[src/rtl/fetch_sched_pkg.sv]
// Shared types and constants for the multithreaded fetch scheduler.
package fetch_sched_pkg;

   localparam int NTHREADS = 4;
   localparam int TID_W = $clog2(NTHREADS);
   localparam int PC_W = 32;
   localparam logic [PC_W-1:0] BOOT_PC = 32'h0000_1000;
   localparam int INSTR_BYTES = 4;

   typedef logic [TID_W-1:0] threadid_t;
   typedef logic [PC_W-1:0] pc_t;

   typedef enum logic [1:0] {
      RUN       = 2'd0,
      WAIT_TLB  = 2'd1,
      WAIT_FILL = 2'd2
   } fetch_state_t;

   // One outstanding fetch awaiting the hazard unit's verdict.
   typedef struct packed {
      logic      valid;
      logic      killed;
      threadid_t thread;
      pc_t       pc;
      logic      itlb_miss;
      logic      icache_miss;
   } inflight_t;

endpackage

[src/rtl/fetch_sched_if.sv]
// Fetch-side bundle between the scheduler and its environment
// (I-TLB/I-cache, hazard unit, refill engines, execute redirect).
interface fetch_sched_if;
   import fetch_sched_pkg::*;

   logic [NTHREADS-1:0] thread_en;
   logic                fetch_valid;
   threadid_t           fetch_thread;
   pc_t                 fetch_pc;
   logic                itlb_miss;
   logic                icache_miss;
   logic                hzu_isvalid;
   logic                tlb_done;
   threadid_t           tlb_thread;
   logic                fill_done;
   threadid_t           fill_thread;
   logic                redirect_valid;
   threadid_t           redirect_thread;
   pc_t                 redirect_pc;

   // Scheduler side: drives the fetch, consumes everything else.
   modport master (
      output fetch_valid, fetch_thread, fetch_pc,
      input  thread_en, itlb_miss, icache_miss, hzu_isvalid,
             tlb_done, tlb_thread, fill_done, fill_thread,
             redirect_valid, redirect_thread, redirect_pc
   );

   // Environment side.
   modport slave (
      input  fetch_valid, fetch_thread, fetch_pc,
      output thread_en, itlb_miss, icache_miss, hzu_isvalid,
             tlb_done, tlb_thread, fill_done, fill_thread,
             redirect_valid, redirect_thread, redirect_pc
   );

endinterface

[src/rtl/fetch_sched_rr_arbiter.sv]
// Round-robin picker: first requester strictly after ptr, wrapping; ptr itself is last.
module rr_arbiter #(
   parameter int N = 4,
   localparam int W = $clog2(N)
) (
   input  logic [N-1:0] req,
   input  logic [W-1:0] ptr,
   output logic         grant_valid,
   output logic [W-1:0] grant_idx
);

   logic [W-1:0] idx;

   // Rotating priority scan starting at ptr+1; index width truncation does the wrap.
   always_comb begin
      grant_valid = 1'b0;
      grant_idx   = '0;
      idx         = '0;
      for (int i = 1; i <= N; i++) begin
         idx = ptr + W'(i);
         if (!grant_valid && req[idx]) begin
            grant_valid = 1'b1;
            grant_idx   = idx;
         end
      end
   end

endmodule

[src/rtl/fetch_sched.sv]
// Multithreaded fetch scheduler.
//
//   state     | meaning
//   ----------+-----------------------------------------------
//   RUN       | eligible for issue (unless in flight/disabled)
//   WAIT_TLB  | parked until tlb_done names this thread
//   WAIT_FILL | parked until fill_done names this thread
module fetch_sched
   import fetch_sched_pkg::*;
(
   input logic           clk,
   input logic           rst,
   fetch_sched_if.master bus
);

   fetch_state_t        state     [NTHREADS];
   fetch_state_t        state_nxt [NTHREADS];
   pc_t                 pc        [NTHREADS];
   pc_t                 pc_nxt    [NTHREADS];
   inflight_t           infl, infl_nxt;
   threadid_t           ptr, ptr_nxt;
   logic [NTHREADS-1:0] eligible;
   logic                grant_valid;
   threadid_t           grant_idx;
   logic                issue;
   logic                kill_cur;

   // A thread may issue only when running, enabled, and not already awaiting a verdict.
   always_comb begin
      eligible = '0;
      for (int t = 0; t < NTHREADS; t++) begin
         eligible[t] = (state[t] == RUN) && bus.thread_en[t]
                       && !(infl.valid && infl.thread == threadid_t'(t));
      end
   end

   rr_arbiter #(.N(NTHREADS)) u_arb (
      .req         (eligible),
      .ptr         (ptr),
      .grant_valid (grant_valid),
      .grant_idx   (grant_idx)
   );

   // Per-thread state, PCs, in-flight record and round-robin pointer.
   always_ff @(posedge clk) begin
      if (rst) begin
         for (int t = 0; t < NTHREADS; t++) begin
            state[t] <= RUN;
            pc[t]    <= BOOT_PC;
         end
         infl <= '0;
         ptr  <= threadid_t'(NTHREADS - 1);
      end else begin
         state <= state_nxt;
         pc    <= pc_nxt;
         infl  <= infl_nxt;
         ptr   <= ptr_nxt;
      end
   end

   // Next state: speculative increment, rewind/park, wake-up, then redirect last so it wins.
   always_comb begin
      state_nxt = state;
      pc_nxt    = pc;
      infl_nxt  = '0;
      ptr_nxt   = ptr;
      kill_cur  = infl.killed
                  || (bus.redirect_valid && bus.redirect_thread == infl.thread);

      if (issue) begin
         pc_nxt[grant_idx]    = pc[grant_idx] + pc_t'(INSTR_BYTES);
         ptr_nxt              = grant_idx;
         infl_nxt.valid       = 1'b1;
         infl_nxt.killed      = bus.redirect_valid && bus.redirect_thread == grant_idx;
         infl_nxt.thread      = grant_idx;
         infl_nxt.pc          = pc[grant_idx];
         infl_nxt.itlb_miss   = bus.itlb_miss;
         infl_nxt.icache_miss = bus.icache_miss;
      end

      if (infl.valid && !kill_cur && !bus.hzu_isvalid) begin
         pc_nxt[infl.thread] = infl.pc;
         if (infl.itlb_miss) begin
            state_nxt[infl.thread] = WAIT_TLB;
         end else if (infl.icache_miss) begin
            state_nxt[infl.thread] = WAIT_FILL;
         end
      end

      if (bus.tlb_done && state[bus.tlb_thread] == WAIT_TLB) begin
         state_nxt[bus.tlb_thread] = RUN;
      end
      if (bus.fill_done && state[bus.fill_thread] == WAIT_FILL) begin
         state_nxt[bus.fill_thread] = RUN;
      end

      if (bus.redirect_valid) begin
         pc_nxt[bus.redirect_thread]    = bus.redirect_pc;
         state_nxt[bus.redirect_thread] = RUN;
      end
   end

   // Fetch outputs straight from current state; suppressed while reset is held.
   always_comb begin
      issue            = grant_valid && !rst;
      bus.fetch_valid  = issue;
      bus.fetch_thread = issue ? grant_idx : '0;
      bus.fetch_pc     = issue ? pc[grant_idx] : pc[0];
   end

endmodule

[src/flat_wrapper.sv]
// flat-port wrapper written by rule: the top's interface ports become plain ports
module fetch_sched_flat import fetch_sched_pkg::*;
  (clk, rst, bus_fetch_valid, bus_fetch_thread, bus_fetch_pc, bus_thread_en, bus_itlb_miss, bus_icache_miss, bus_hzu_isvalid, bus_tlb_done, bus_tlb_thread, bus_fill_done, bus_fill_thread, bus_redirect_valid, bus_redirect_thread, bus_redirect_pc);
  fetch_sched_if bus_i ();
  input logic clk;
  input logic rst;
  output wire logic [$bits(bus_i.fetch_valid)-1:0] bus_fetch_valid;
  output wire logic [$bits(bus_i.fetch_thread)-1:0] bus_fetch_thread;
  output wire logic [$bits(bus_i.fetch_pc)-1:0] bus_fetch_pc;
  input wire logic [$bits(bus_i.thread_en)-1:0] bus_thread_en;
  input wire logic [$bits(bus_i.itlb_miss)-1:0] bus_itlb_miss;
  input wire logic [$bits(bus_i.icache_miss)-1:0] bus_icache_miss;
  input wire logic [$bits(bus_i.hzu_isvalid)-1:0] bus_hzu_isvalid;
  input wire logic [$bits(bus_i.tlb_done)-1:0] bus_tlb_done;
  input wire logic [$bits(bus_i.tlb_thread)-1:0] bus_tlb_thread;
  input wire logic [$bits(bus_i.fill_done)-1:0] bus_fill_done;
  input wire logic [$bits(bus_i.fill_thread)-1:0] bus_fill_thread;
  input wire logic [$bits(bus_i.redirect_valid)-1:0] bus_redirect_valid;
  input wire logic [$bits(bus_i.redirect_thread)-1:0] bus_redirect_thread;
  input wire logic [$bits(bus_i.redirect_pc)-1:0] bus_redirect_pc;
  assign bus_fetch_valid = bus_i.fetch_valid;
  assign bus_fetch_thread = bus_i.fetch_thread;
  assign bus_fetch_pc = bus_i.fetch_pc;
  assign bus_i.thread_en = bus_thread_en;
  assign bus_i.itlb_miss = bus_itlb_miss;
  assign bus_i.icache_miss = bus_icache_miss;
  assign bus_i.hzu_isvalid = bus_hzu_isvalid;
  assign bus_i.tlb_done = bus_tlb_done;
  assign bus_i.tlb_thread = bus_tlb_thread;
  assign bus_i.fill_done = bus_fill_done;
  assign bus_i.fill_thread = bus_fill_thread;
  assign bus_i.redirect_valid = bus_redirect_valid;
  assign bus_i.redirect_thread = bus_redirect_thread;
  assign bus_i.redirect_pc = bus_redirect_pc;
  fetch_sched u_core (.clk(clk), .rst(rst), .bus(bus_i));
endmodule
[config.mk]
export PLATFORM = sky130hd
export DESIGN_NAME = fetch_sched_flat
export DESIGN_NICKNAME = d
export VERILOG_FILES = /design/src/rtl/fetch_sched_pkg.sv /design/src/rtl/fetch_sched_if.sv /design/src/rtl/fetch_sched_rr_arbiter.sv /design/src/rtl/fetch_sched.sv /design/src/flat_wrapper.sv
export SDC_FILE = /design/constraint.sdc
export NUM_CORES = 1
export LEC_CHECK = 0
export ABC_AREA = 1
export CAP_MARGIN = 30
export CORE_UTILIZATION = 45
export CTS_CLUSTER_DIAMETER = 50
export DETAILED_ROUTE_END_ITERATION = 16
export DONT_BUFFER_PORTS = 1
export REMOVE_ABC_BUFFERS = 1
export SLEW_MARGIN = 5
export SYNTH_ARGS = -nofsm -noshare
export SYNTH_HDL_FRONTEND = slang
export SYNTH_SLANG_ARGS = --single-unit
[constraint.sdc]
create_clock -name clk -period 5.6 [get_ports clk]
set_input_delay 0.56 -clock clk [delete_from_list [all_inputs] [get_ports clk]]
set_output_delay 0.56 -clock clk [all_outputs]
set_load 0.01 [all_outputs]
==> metrics.txt, run 1 <==
post-CTS sizing 0; Die Wd 163 um; Startpoint Class flip-flop; Clk pin slew, worst setup/hold paths 0.07 ns; Rows 58; FFs w/ async S/R, synth 0; main area contributors after synthesis dfxtp_1, nand2_1, inv_1; CP Data Required Time 5.04 ns; via density per instance 5.79; min Tclk post-route 4.35 ns; Port Buffer Count 0; via count 13107; initial antenna violation count 0; first-pass GRT wire length 70600 um; total negative slack 0 ns; top-area cell type share of the netlist area 0.301; Syn. warnings 0; endpoints failing setup 0; I/O pins 85; Hold-fix buffers, CTS 0; Primary FF master, synth dfxtp_1; final-report hold violation count 0; Max Root-Sink Buffers 2; CP max FO 32; Syn Inst Count 1979; type of the worst setup path reg -> out; Hold WC Path Type in -> reg; sequential fraction of the synthesis area 0.301; final period utilization 0.777; R2R Setup Slk 1.26 ns; DR iter-0 viols 1536; fmax 230 MHz; layout cell share with drive strength beyond 1 0.0641; # DRC 0; Routed Antenna Nets 0; ANT cells 0; Worst-Margin Slew 1.04 ns; Crit. End Element output port; Worst Hold End u_core.pc[87]; drt first pass iters 7; max-slew violations 0; CTS tree yes; Worst Path Arrival 3.79 ns; htree depth 4; Syn Area/Cell 5.92 um^2; Multi-input gate area 6720 um^2; most frequent cells after synthesis nand2_1, inv_1, o21ai_0; Post-CTS Setup Bufs 0; CORE AREA 25300 um^2; Mapped Area 11700 um^2; filler instances 2699; Area growth syn-to-layout 7.64%; RSZ-0062 raised after global routing no; drt wl/cell 20.4 um; CTS sink count 176; Die H 163 um; Min-Delay Path Depth 1; CTS root buf clkbuf_16; status completed; Initial Util 0.463; Post-synth EDFFs 0; post-synth cell types 41; count leader, synth nand2_1; max-cap violation count 0; Nets 1972; vias in the first global route 11963; #FFs+latches synth 176; pin count of the biggest net entering global routing 46; dpl hpwl 28400 um; r2r worst-path depth 23; final wirelength 46300 um; Worst Hold Launch rst; Clock Skew 0.0135 ns; post-layout util 0.498; Inserted Clock Buffers 17; overall routing resource usage 0.351; Worst R2R Start u_core.ptr[0]; Worst-Skew Late Latency 0.44 ns; routability cong. 0.889; Reg area 3520 um^2; GRT overflow 0; Slew HR 0.308; R2R Path End u_core.pc[120]; area of the die 26700 um^2; Yosys top cell by area dfxtp_1
==> state kept, by name (all words and copies together) (netlist names) <==
name and flops:
u_core.ptr 2, u_core.pc 128, u_core.infl 38, u_core.state 8
==> metrics by stage <==
| stage | cell area (um^2) | instances | setup slack [ns] | hold WS, ns |
|---|---|---|---|---|
| 6_report | 12600 | 2263 | 1.25 | 0.184 |
| 4_1_cts | 12600 | 2262 | 1.26 | 0.176 |
| 3_5_place_dp | 12000 | 2231 | 1.24 | 0.490 |
| 5_1_grt | 12600 | 2263 | 0.830 | 0.174 |
| 3_3_place_gp | 12000 | 2231 | 1.33 | 0.488 |
| 2_1_floorplan | 11200 | 1866 | 0.962 | 0.456 |
==> layout by cell type (no fill, tap or decap), types with 3 or more instances in the layout <==
master / count
dfxtp_1: 176
o21bai_1: 25
a221oi_1: 5
o21ai_1: 37
o21ai_0: 196
o211ai_1: 16
xor2_1: 8
nand2_2: 9
nor2_4: 5
inv_2: 6
or2_2: 3
nand3_1: 163
o22ai_1: 8
clkbuf_16: 17
nand4_1: 32
a21oi_1: 191
and2_1: 12
nand2_1: 520
nor2_1: 115
a221o_1: 3
a22oi_1: 12
buf_4: 34
clkbuf_8: 3
inv_1: 265
bufinv_16: 3
nor2_2: 30
nand3b_1: 8
clkinv_1: 5
==> layer usage <==
metal	share of wire	GRT usage	up-vias
li1	-	-	6294
met1	0.42	0.470	6018
met2	0.45	0.562	697
met3	0.10	0.0584	98
met4	0.032	0.128	0
met5	0	0	-
==> critical path, cell delays in order, from the launching register on <==
cell and delay (ns):
dfxtp_1 0.57, inv_1 0.23, nand3_1 0.18, nand3_1 0.10
nand2_2 0.11, nand2_2 0.07, inv_2 0.09, nand2_2 0.08
nand3_2 0.08, nand2_2 0.42, buf_4 0.41, nand3_1 0.09
nand2_1 0.06, nor2_1 0.32, inv_1 0.13, nor2_1 0.16
o21bai_1 0.22
==> cell type report <==
type | count | area share
clock buffers | 20 | 0.0370
well taps | 330 | 0.0327
inverters | 276 | 0.0822
clock inverters | 11 | 0.0122
multi-input cells | 1414 | 0.532
flip-flops and latches | 176 | 0.279
repair buffers | 36 | 0.0240
==> worst max path at each step <==
stage | startpoint | end | slack, ns
finish | u_core.ptr[0] | bus_fetch_pc[16] | 1.25
global route | u_core.ptr[0] | u_core.pc[48] | 0.83
CTS | u_core.ptr[0] | u_core.pc[120] | 1.26
detailed placement | bus_thread_en[1] | u_core.pc[120] | 1.24
global placement | bus_thread_en[1] | u_core.pc[120] | 1.33
floorplan | bus_thread_en[2] | u_core.pc[32] | 0.96
==> cells by family (layout without fill, tap and decap cells) <==
logic type	after synthesis	in the layout	synth area share
and+or+nand+nor	901	901	0.328
AOI/OAI and AO/OA	503	503	0.233
buffers and inverters	389	343	0.130
DFF	176	176	0.301
xor gates and xnor gates	9	9	0.00737
adders and majority gates	1	1	0.00107
Power of run 1 is not shown: default switching activity piles up to over one toggle a cycle in this logic, so the estimate is an artifact.
==> run 2: changes to the inputs <==
--- a/config.mk
+++ b/config.mk
@@ -5,7 +5,7 @@
 export SDC_FILE = /design/constraint.sdc
 export NUM_CORES = 1
 export LEC_CHECK = 0
-export ABC_AREA = 1
+export ABC_AREA = 0
 export CAP_MARGIN = 30
 export CORE_UTILIZATION = 45
 export CTS_CLUSTER_DIAMETER = 50
==> constraint.sdc (replaced) <==
create_clock -name clk -period 3.6 [get_ports clk]
set_input_delay 0.36 -clock clk [delete_from_list [all_inputs] [get_ports clk]]
set_output_delay 0.36 -clock clk [all_outputs]
set_load 0.01 [all_outputs]
==> metrics.txt, run 2 <==
status completed; Worst-Skew Late Latency 0.43 ns (about the same); Placed Area 11200 um^2 (-6.4%); CTS root buf clkbuf_16; #FFs+latches synth 176 (unchanged); Crit. Startpoint u_core.infl[34]; Die Wd 153 um (-6.3%); Hold WC Path Type in -> reg; CTS sink count 176 (unchanged); Initial Util 0.465 (+0.00246); Syn. warnings 0 (unchanged); final-report hold violation count 0 (unchanged); # DRC 0 (unchanged); sequential fraction of the synthesis area 0.343 (+0.0422); Nets 1359 (-31%); fmax 285 MHz; most common cell after layout, fill and taps aside dfxtp_1; CORE AREA 22100 um^2 (-13%); CP Data Required Time 3.94 ns (-1.10 ns); CP cell instances or3b_1, a32o_1, a21o_4, buf_12, mux2i_1, mux2_2, or4_4, nor2_4, nand4_1, xor2_1, o41ai_1; Cells after DPL 1564 (-30%); most frequent cells in the layout dfxtp_1, nor2_1, buf_4, mux2i_1, nand2_1; initial antenna violation count 0 (unchanged); overall routing resource usage 0.329 (-0.0216); R2R Path End u_core.pc[85]; Routed Antenna Nets 0 (unchanged); type of the worst setup path reg -> reg; pin count of the biggest net entering global routing 109 (+140%); ANT cells 0 (unchanged); Largest regs u_core.pc: 128 flops, u_core.infl: 38 flops, u_core.state: 8 flops; final period utilization 0.973; most frequent cells after synthesis dfxtp_1, nor2_1, mux2i_1; Post-synth EDFFs 0 (unchanged); r2r worst-path depth 11 (-52%); max-slew violations 0 (unchanged); GRT overflow 0 (unchanged); via count 10613 (-19%); Largest stage delay, worst path 0.57 ns (about the same); drt wl/cell 24.7 um (+21%); Yosys top cell by area dfxtp_1; R2R Setup Slk 0.1 ns (-1.16 ns); Rows 54 (-6.9%); Primary FF master, synth dfxtp_1; Startpoint Class flip-flop; Slew HR 0.346 (+0.0382); Clock Skew 0.0109 ns (-0.00258 ns); FFs w/ async S/R, synth 0 (unchanged); max FFs per register 128 (unchanged); area of the die 23400 um^2 (-12%); Worst-Margin Slew 0.977 ns (-0.0590 ns); max-cap violation count 0 (unchanged); Worst Path Arrival 3.84 ns (+0.05 ns); Area growth syn-to-layout 17.4%; Max Root-Sink Buffers 2 (unchanged); Inserted Clock Buffers 17 (unchanged); slowest cell on the critical path or4_4; top-area cell type share of the netlist area 0.343 (+0.0422); largest reg by FF count u_core.pc; RSZ-0062 raised after global routing yes; Syn Area/Cell 8.08 um^2 (+37%); Min-Delay Path Depth 1 (unchanged); Lkg Pwr 4.79 nW; post-synth cell types 66 (+61%); crit path to u_core.pc[85]; routability cong. 0.885 (-0.39%); vias in the first global route 9864 (-18%); first-pass GRT wire length 59200 um (-16%); Power Density 491 nW/um^2; htree depth 4 (unchanged); layout cell share with drive strength beyond 1 0.165 (+0.101); Die H 153 um (-6.3%); endpoints failing setup 0 (unchanged); min Tclk post-route 3.50 ns; CP max FO 27 (-16%); DR iter-0 viols 1157 (-25%); count leader, synth dfxtp_1; Mapped Area 10300 um^2 (-12%); final wirelength 39500 um (-15%); via density per instance 6.63 (+15%); main area contributors after synthesis dfxtp_1, mux2i_1, nor2_1; CTS tree yes; dpl hpwl 24500 um (-14%); drt first pass iters 7 (unchanged); VDD IR max 248 uV; Crit. End Element flip-flop; Finished Cell Area 12100 um^2 (-4.3%); I/O pins 85 (unchanged); Port Buffer Count 0 (unchanged); Clk pin slew, worst setup/hold paths 0.07 ns (about the same); Syn Inst Count 1271 (-36%); Non-Filler Instances 1600 (-29%); Worst R2R Start u_core.infl[34]
==> run 2: cell count changes in the layout (fill, tap and decap cells not counted), moves of 32 or more <==
cell | previous run | this run
nand2_1 | 520 | 84
inv_1 | 265 | 7
o21ai_0 | 196 | 73
a21oi_1 | 191 | 74
nand3_1 | 163 | 49
mux2i_1 | 0 | 86
buf_4 | 34 | 110
nor2_1 | 115 | 167
a211oi_1 | 1 | 49
a21o_1 | 0 | 34
o21ai_1 | 37 | 5
==> run 2: cells by family (layout without fill, tap and decap cells) <==
group / after synthesis / count (layout) / share of synthesized area
AND/OR/NAND/NOR: 458 / 458 / 0.220
AO/OA/AOI/OAI: 392 / 392 / 0.257
flip-flops: 176 / 176 / 0.343
buffers and inverters: 113 / 162 / 0.0503
multiplexers: 111 / 111 / 0.112
XOR/XNOR: 20 / 20 / 0.0170
adder cells (fa/ha/maj): 1 / 1 / 0.00122
==> run 2: routing by layer <==
metal,global-route usage,up-vias,share of wire
met5,0,-,0
met3,0.0658,115,0.11
met4,0.129,0,0.036
met2,0.515,657,0.45
met1,0.443,5047,0.41
li1,-,4794,-
==> run 2: worst max-delay path: cells and delay by family, from the launching register on <==
kind / cells / cell delay (ns)
simple gates: 4 / 1.35
xor+xnor: 1 / 0.21
mux: 2 / 0.50
compound gates: 3 / 0.75
flops: 1 / 0.37
buf+inv: 1 / 0.19
==> run 2: layout make-up <==
cell class | count | area, um^2
flip-flops and latches | 176 | 3520
clock inverters | 11 | 156
well taps | 280 | 350
multi-input cells | 982 | 6490
fillers | 2068 | 10000
repair buffers | 124 | 1070
inverters | 7 | 26.3
clock buffers | 20 | 447
==> run 2: what timing repair did <==
item	4_1_cts	5_1_grt
gates resized for setup	1	34
pin swaps	0	6
buffers inserted	0	1
hold buffers	1	2
setup endpoints to repair	13	61
endpoints found under the hold margin	4	15
cloned	0	1
==> run 2: report_power, final <==
group,internal [mW],switching (mW),leakage [nW]
Combinational,0.698,1.01,3.06
Clock,1.12,0.843,0.289
Sequential,2.12,0.132,1.44
==> run 2: through the flow <==
stage                     power, mW  utilization  worst slack [ns]  setup TNS (ns)  hold WS, ns
final                          5.93        0.546            0.0973               0       0.0257
after global routing           6.14        0.546           -0.0299         -0.0365     0.000568
after CTS                      5.80        0.535            0.0264               0     0.000388
after detailed placement       3.87        0.507           -0.0815          -0.382        0.453
after global placement         3.85        0.507           -0.0328         -0.0423        0.446
after floorplan                3.30            -             -5.76         -847.37        0.429
==> run 2: how the worst min path moves through the flow <==
| stage | startpoint | slack (ns) | to |
|---|---|---|---|
| floorplan | rst | 0.43 | u_core.pc[107] |
| global route | rst | 0.0006 | u_core.pc[77] |
| detailed placement | rst | 0.45 | u_core.pc[95] |
| CTS | rst | 0.0004 | u_core.pc[114] |
| finish | rst | 0.03 | u_core.pc[86] |
| global placement | u_core.pc[57] | 0.45 | u_core.pc[57] |
Power figures use the tool's default switching activity.
